[src/rtl/text_console_writer.sv]
// Text console writer: turns a stream of character codes into text-RAM writes,
// tracking a cursor and scrolling the screen through a circular row offset.
module text_console_writer #(
    parameter int          COLS       = 80,
    parameter int          ROWS       = 30,
    parameter logic [7:0]  BLANK_CHAR = 8'h20,
    parameter logic [7:0]  BLANK_ATTR = 8'h0F
) (
    input  logic        CLOCK_CORE,
    input  logic        RESET,
    input  logic [7:0]  CHAR_IN,
    input  logic [7:0]  ATTR_IN,
    input  logic        CHAR_VALID,
    output logic        CHAR_READY,
    input  logic        CLEAR,
    output logic [12:0] WR_ADDRESS,
    output logic [7:0]  WR_CHAR_DATA,
    output logic [7:0]  WR_ATTR_DATA,
    output logic        WR_CHAR_WE,
    output logic        WR_ATTR_WE,
    output logic [7:0]  RAM_ROW_OFFSET,
    output logic [6:0]  CURSOR_COL,
    output logic [5:0]  CURSOR_ROW,
    output logic        BUSY
);

    localparam logic [6:0] LAST_COL = 7'(COLS - 1);
    localparam logic [5:0] LAST_ROW = 6'(ROWS - 1);

    localparam logic [7:0] CODE_BS = 8'h08;
    localparam logic [7:0] CODE_LF = 8'h0A;
    localparam logic [7:0] CODE_FF = 8'h0C;
    localparam logic [7:0] CODE_CR = 8'h0D;
    localparam logic [7:0] CODE_DEL = 8'h7F;

    typedef enum logic [1:0] {
        IDLE       = 2'd0,
        CLR_SCREEN = 2'd1,
        CLR_ROW    = 2'd2
    } state_t;

    state_t      state_r;
    logic [5:0]  offset_r;
    logic [6:0]  cursor_col_r;
    logic [5:0]  cursor_row_r;
    logic [6:0]  clr_col_r;
    logic [5:0]  clr_row_r;
    logic        clear_pend_r;
    logic [12:0] wr_addr_r;
    logic [7:0]  wr_char_r;
    logic [7:0]  wr_attr_r;
    logic        wr_we_r;

    logic        is_print_s;
    logic        newline_s;
    logic        clear_req_s;
    logic        start_clr_s;

    // Logical row to physical RAM row; the 6-bit sum wraps modulo 64.
    function automatic logic [5:0] phys_row(input logic [5:0] lrow, input logic [5:0] off);
        return lrow + off;
    endfunction

    // Decode the incoming code and decide whether a screen clear starts this cycle.
    always_comb begin
        is_print_s  = (CHAR_IN >= 8'h20) && (CHAR_IN != CODE_DEL);
        newline_s   = (is_print_s && (cursor_col_r == LAST_COL)) || (CHAR_IN == CODE_LF);
        clear_req_s = clear_pend_r || CLEAR;
        case (state_r)
            IDLE:       start_clr_s = CLEAR || (CHAR_VALID && (CHAR_IN == CODE_FF));
            CLR_SCREEN: start_clr_s = clear_req_s && (clr_row_r == LAST_ROW) && (clr_col_r == LAST_COL);
            CLR_ROW:    start_clr_s = clear_req_s && (clr_col_r == LAST_COL);
            default:    start_clr_s = 1'b0;
        endcase
    end

    // Main state machine: cursor, offset, clear sequencing and registered RAM writes.
    always_ff @(posedge CLOCK_CORE) begin
        if (RESET) begin
            state_r      <= CLR_SCREEN;
            offset_r     <= 6'd0;
            cursor_col_r <= 7'd0;
            cursor_row_r <= 6'd0;
            clr_col_r    <= 7'd0;
            clr_row_r    <= 6'd0;
            clear_pend_r <= 1'b0;
            wr_addr_r    <= 13'd0;
            wr_char_r    <= 8'd0;
            wr_attr_r    <= 8'd0;
            wr_we_r      <= 1'b0;
        end else begin
            wr_we_r <= 1'b0;
            case (state_r)
                IDLE: begin
                    if (!start_clr_s && CHAR_VALID) begin
                        if (is_print_s) begin
                            wr_addr_r    <= {phys_row(cursor_row_r, offset_r), cursor_col_r};
                            wr_char_r    <= CHAR_IN;
                            wr_attr_r    <= ATTR_IN;
                            wr_we_r      <= 1'b1;
                            cursor_col_r <= cursor_col_r + 7'd1;
                        end else if (CHAR_IN == CODE_CR) begin
                            cursor_col_r <= 7'd0;
                        end else if ((CHAR_IN == CODE_BS) && (cursor_col_r != 7'd0)) begin
                            cursor_col_r <= cursor_col_r - 7'd1;
                        end
                        // A newline on the bottom row scrolls and blanks the new bottom row.
                        if (newline_s) begin
                            cursor_col_r <= 7'd0;
                            if (cursor_row_r == LAST_ROW) begin
                                offset_r  <= offset_r + 6'd1;
                                clr_col_r <= 7'd0;
                                state_r   <= CLR_ROW;
                            end else begin
                                cursor_row_r <= cursor_row_r + 6'd1;
                            end
                        end
                    end
                end
                CLR_SCREEN: begin
                    wr_addr_r <= {phys_row(clr_row_r, offset_r), clr_col_r};
                    wr_char_r <= BLANK_CHAR;
                    wr_attr_r <= BLANK_ATTR;
                    wr_we_r   <= 1'b1;
                    if (CLEAR) begin
                        clear_pend_r <= 1'b1;
                    end
                    if (clr_col_r == LAST_COL) begin
                        clr_col_r <= 7'd0;
                        if (clr_row_r == LAST_ROW) begin
                            state_r <= IDLE;
                        end else begin
                            clr_row_r <= clr_row_r + 6'd1;
                        end
                    end else begin
                        clr_col_r <= clr_col_r + 7'd1;
                    end
                end
                CLR_ROW: begin
                    wr_addr_r <= {phys_row(LAST_ROW, offset_r), clr_col_r};
                    wr_char_r <= BLANK_CHAR;
                    wr_attr_r <= BLANK_ATTR;
                    wr_we_r   <= 1'b1;
                    if (CLEAR) begin
                        clear_pend_r <= 1'b1;
                    end
                    if (clr_col_r == LAST_COL) begin
                        clr_col_r <= 7'd0;
                        state_r   <= IDLE;
                    end else begin
                        clr_col_r <= clr_col_r + 7'd1;
                    end
                end
                default: begin
                    state_r <= IDLE;
                end
            endcase
            // A clear (fresh or pending) overrides whatever the case above chose.
            if (start_clr_s) begin
                state_r      <= CLR_SCREEN;
                clr_col_r    <= 7'd0;
                clr_row_r    <= 6'd0;
                cursor_col_r <= 7'd0;
                cursor_row_r <= 6'd0;
                clear_pend_r <= 1'b0;
            end
        end
    end

    assign CHAR_READY     = (state_r == IDLE) && !CLEAR && !RESET;
    assign BUSY           = (state_r != IDLE);
    assign WR_ADDRESS     = wr_addr_r;
    assign WR_CHAR_DATA   = wr_char_r;
    assign WR_ATTR_DATA   = wr_attr_r;
    assign WR_CHAR_WE     = wr_we_r;
    assign WR_ATTR_WE     = wr_we_r;
    assign RAM_ROW_OFFSET = {2'b00, offset_r};
    assign CURSOR_COL     = cursor_col_r;
    assign CURSOR_ROW     = cursor_row_r;

endmodule

[config.mk]
export PLATFORM = sky130hd
export DESIGN_NAME = text_console_writer
export DESIGN_NICKNAME = d
export VERILOG_FILES = /design/src/rtl/text_console_writer.sv
export SDC_FILE = /design/constraint.sdc
export NUM_CORES = 1
export LEC_CHECK = 0
export CORE_ASPECT_RATIO = 1.1
export CORE_MARGIN = 2
export CORE_UTILIZATION = 45
export DETAILED_ROUTE_END_ITERATION = 10
export GPL_TIMING_DRIVEN = 0
export PLACE_DENSITY = 0.7
export SLEW_MARGIN = 30
export SYNTH_ARGS = -nofsm -noshare
export SYNTH_HDL_FRONTEND = slang
export SYNTH_SLANG_ARGS = --single-unit
[constraint.sdc]
create_clock -name CLOCK_CORE -period 8.75 [get_ports CLOCK_CORE]
set_input_delay 2.625 -clock CLOCK_CORE [delete_from_list [all_inputs] [get_ports CLOCK_CORE]]
set_output_delay 2.625 -clock CLOCK_CORE [all_outputs]
set_load 0.02 [all_outputs]
==> summary.txt <==
Worst setup path
  • Setup Crit Path Kind: input pin to output pin
  • Setup slack on the worst flop-to-flop path: 4930 ps
  • Critical Path Fanout Max: 10
  • Worst Setup Start Kind: input pin
  • Worst setup startpoint: RESET
  • RR Endpoint: WR_ADDRESS[11]
  • RR Startpoint: state_r[1]
  • Req. time, crit path: 6120 ps
  • Crit path DAT: 4720 ps
  • Setup crit end: CHAR_READY
  • Critical Path End Type: output pin
  • Reg2reg path depth: 13

CTS
  • Clk_lat worst skew: 350 ps
  • Clk root buf: clkbuf_8
  • Clock transition at path regs: 70 ps
  • Clock Sink Count: 65
  • Max Buffers Root-to-Sink: 2
  • Clock tree from TritonCTS: built
  • Post-CTS Resized: 0
  • Post-CTS Setup Bufs: 0
  • Number of buffers created by CTS: 9
  • H-tree Lvls: 3
  • CTS Hold Buffers Added: 0

Synth
  • Commonest cells in the netlist: dfxtp_1 (65), a21oi_1 (47), nor2_1 (45), nand2_1 (27)
  • EDFF count, synth: 0
  • Register area share after synthesis: 32.94%
  • Synth unique cells: 70
  • Synth Instances: 465
  • Synth Cell Area: 3950 sq um
  • Synth top area cells: dfxtp_1 (33%), ha_1 (6.0%), a21oi_1 (6.0%), nor2_1 (4.3%), mux2i_1 (3.3%)
  • Cell with the most instances after synthesis: dfxtp_1
  • Top-area cell type share of the netlist area: 32.94%
  • Ys flop type: dfxtp_1
  • Ys async rst share: 0%
  • Post-synthesis sequential element count: 65
  • Avg Inst Size Synth: 8.495 sq um
  • Post-synth top area cell: dfxtp_1
  • Ys Warns: 0

Floorplan
  • Core footprint: 8452 sq um
  • Die Footprint: 9544 sq um
  • Die width: 93.33 um
  • Die height: 102.3 um
  • Top Ports: 74
  • # rows: 35
  • Initial Util: 46.74%

Finish
  • Final nets: 586
  • Diode count: 0
  • Finished Layout Cells: 662
  • Share of layout cells above drive strength 1: 10.89%
  • Area of the multi-input gates: 2440 sq um
  • Fillcell total: 778
  • Register Area: 1301 sq um
  • Post-route cell area: 4991 sq um
  • Syn-to-layout area delta: 26.35%

STA
  • Period utilization: 83.91%
  • Peak Freq: 136.2 MHz
  • Layout Skew: 7.644 ps
  • Worst slew margin: 44.24%
  • Measured slew at the worst slew-check pin: 836.4 ps
  • Endpoints failing setup: 0
  • Setup tns final: 0 ps
  • Min Clock Period, post-route: 7342 ps
  • Final hold vios: 0
  • Final Max Slew Viols: 0
  • RSZ-0062 raised after global routing: no

Routing
  • Vias: 3,863
  • Total Wirelength: 10,990 um
  • WL per Instance: 16.61 um
  • TritonRoute pass-1 iters: 5
  • Post-DRT Antenna Nets: 0
  • DR iter-0 viols: 192
  • DRC viols: 0
  • Vias per Instance: 5.835

Place
  • Dpl cells: 646
  • HPWL Detailed: 8078 um
  • GPL Wtd Cong: 0.8809
  • IO Port Bufs: 69
  • Placed Area: 4783 sq um

Global routing
  • Total GRT Usage: 23.84%
  • Number of global-route vias before repair: 3,706
  • Overflow after GRT: 0
  • Largest net degree at the start of global routing: 11
  • First-pass GRT wire length: 18,060 um
  • Initial antenna violation count: 0

Power
  • Peak supply drop: 0.07076 mV
  • Power per Cell Area: 124.7 nW/um^2
  • Pleak: 0.001882 uW

Job
  • Max_cap viols: 0

Outcome
  • Outcome: finished, final reports clean

Min path
  • Worst hold path class: register to register
## worst min-delay path by stage
stage | endpoint | startpoint | cells past startpoint
6_report | WR_ATTR_DATA[6] | WR_ATTR_DATA[6] | 2
5_1_grt | WR_ATTR_DATA[6] | WR_ATTR_DATA[6] | 2
4_1_cts | WR_CHAR_DATA[1] | WR_CHAR_DATA[1] | 2
3_5_place_dp | WR_CHAR_DATA[1] | WR_CHAR_DATA[1] | 2
3_3_place_gp | clear_pend_r | clear_pend_r | 2
2_1_floorplan | clear_pend_r | clear_pend_r | 2
## stage by stage
stage | hold WS, ps | util [%] | setup slack, ps | power, uW
after floorplan | 437.2 | - | 2612 | 335.2
after global placement | 455.5 | 56.60 | 1433 | 357.2
after detailed placement | 469.3 | 56.60 | 1409 | 357.9
after CTS | 477.5 | 59.05 | 1400 | 627.8
after global routing | 496.5 | 59.05 | 1278 | 644.9
final | 473.2 | 59.05 | 1408 | 622.5
## placed cells by master (no fill, tap or decap), drive strengths merged, types with 3 or more instances in the layout
cell type       n
nor4            7
o31ai           5
a21o            3
buf            16
ha             19
nand3          11
xor2            4
mux2i          13
nor3b           3
nor2b          10
xnor2           9
o22ai           5
or3             8
nor2           45
or4             4
a21oi          48
clkdlybuf4s50  69
nand2b          3
clkbuf         28
inv            11
o21ai          25
o2111ai         3
nand3b          3
or2             7
o211ai          3
a211oi         12
and3            7
nand2          27
nand4b         13
nor3           14
nand4          10
dfxtp          65
a31oi           5
## state kept, by name, indices dropped and copies added, names as in the netlist
| register | count |
|---|---|
| clear_pend_r | 1 |
| CURSOR_COL | 7 |
| state_r | 2 |
| WR_CHAR_DATA | 8 |
| clr_row_r | 6 |
| CURSOR_ROW | 6 |
| offset_r | 6 |
| WR_ADDRESS | 13 |
| WR_ATTR_WE | 1 |
| WR_ATTR_DATA | 8 |
| clr_col_r | 7 |
## layer usage
layer	vias to the layer above	GRT usage [%]	part of all wire [%]
li1	1884	-	-
met1	1820	30.58	45
met2	141	38.85	46
met3	18	5.531	6.2
met4	0	9.615	2.2
met5	-	0	0
## kinds of logic after synthesis
family                     synth area share (%)
AOI/OAI and AO/OA                         23.19
buffers and inverters                     5.385
adders and majority gates                 6.525
DFF                                       32.94
other                                   0.09494
xor gates and xnor gates                  2.883
and+or+nand+nor                           25.12
muxes                                     3.864
## critical path: stages
cell             delay, ps
clkdlybuf4s50_1        600
clkbuf_1               450
clkbuf_1               410
nor3_1                  80
clkdlybuf4s50_1        550
## area by class of cell
cell class              instances  share of cell area (%)
repair buffers                 69                   13.84
multi-input cells             360                   48.88
well taps                     111                   2.783
plain buffers                  30                   3.434
clock buffers                  14                   3.460
flip-flops and latches         65                   26.07
clock inverters                 2                  0.7019
inverters                      11                  0.8273
## where the power goes
| group | switching [uW] | total, uW | leakage, uW | internal [uW] |
|---|---|---|---|---|
| sequential | 3.07 | 303 | 0.000527 | 300 |
| clock | 116 | 271 | 0.000107 | 155 |
| combinational | 26.8 | 48.9 | 0.00125 | 22.1 |
Note: power is estimated with default switching activity, not from simulation.
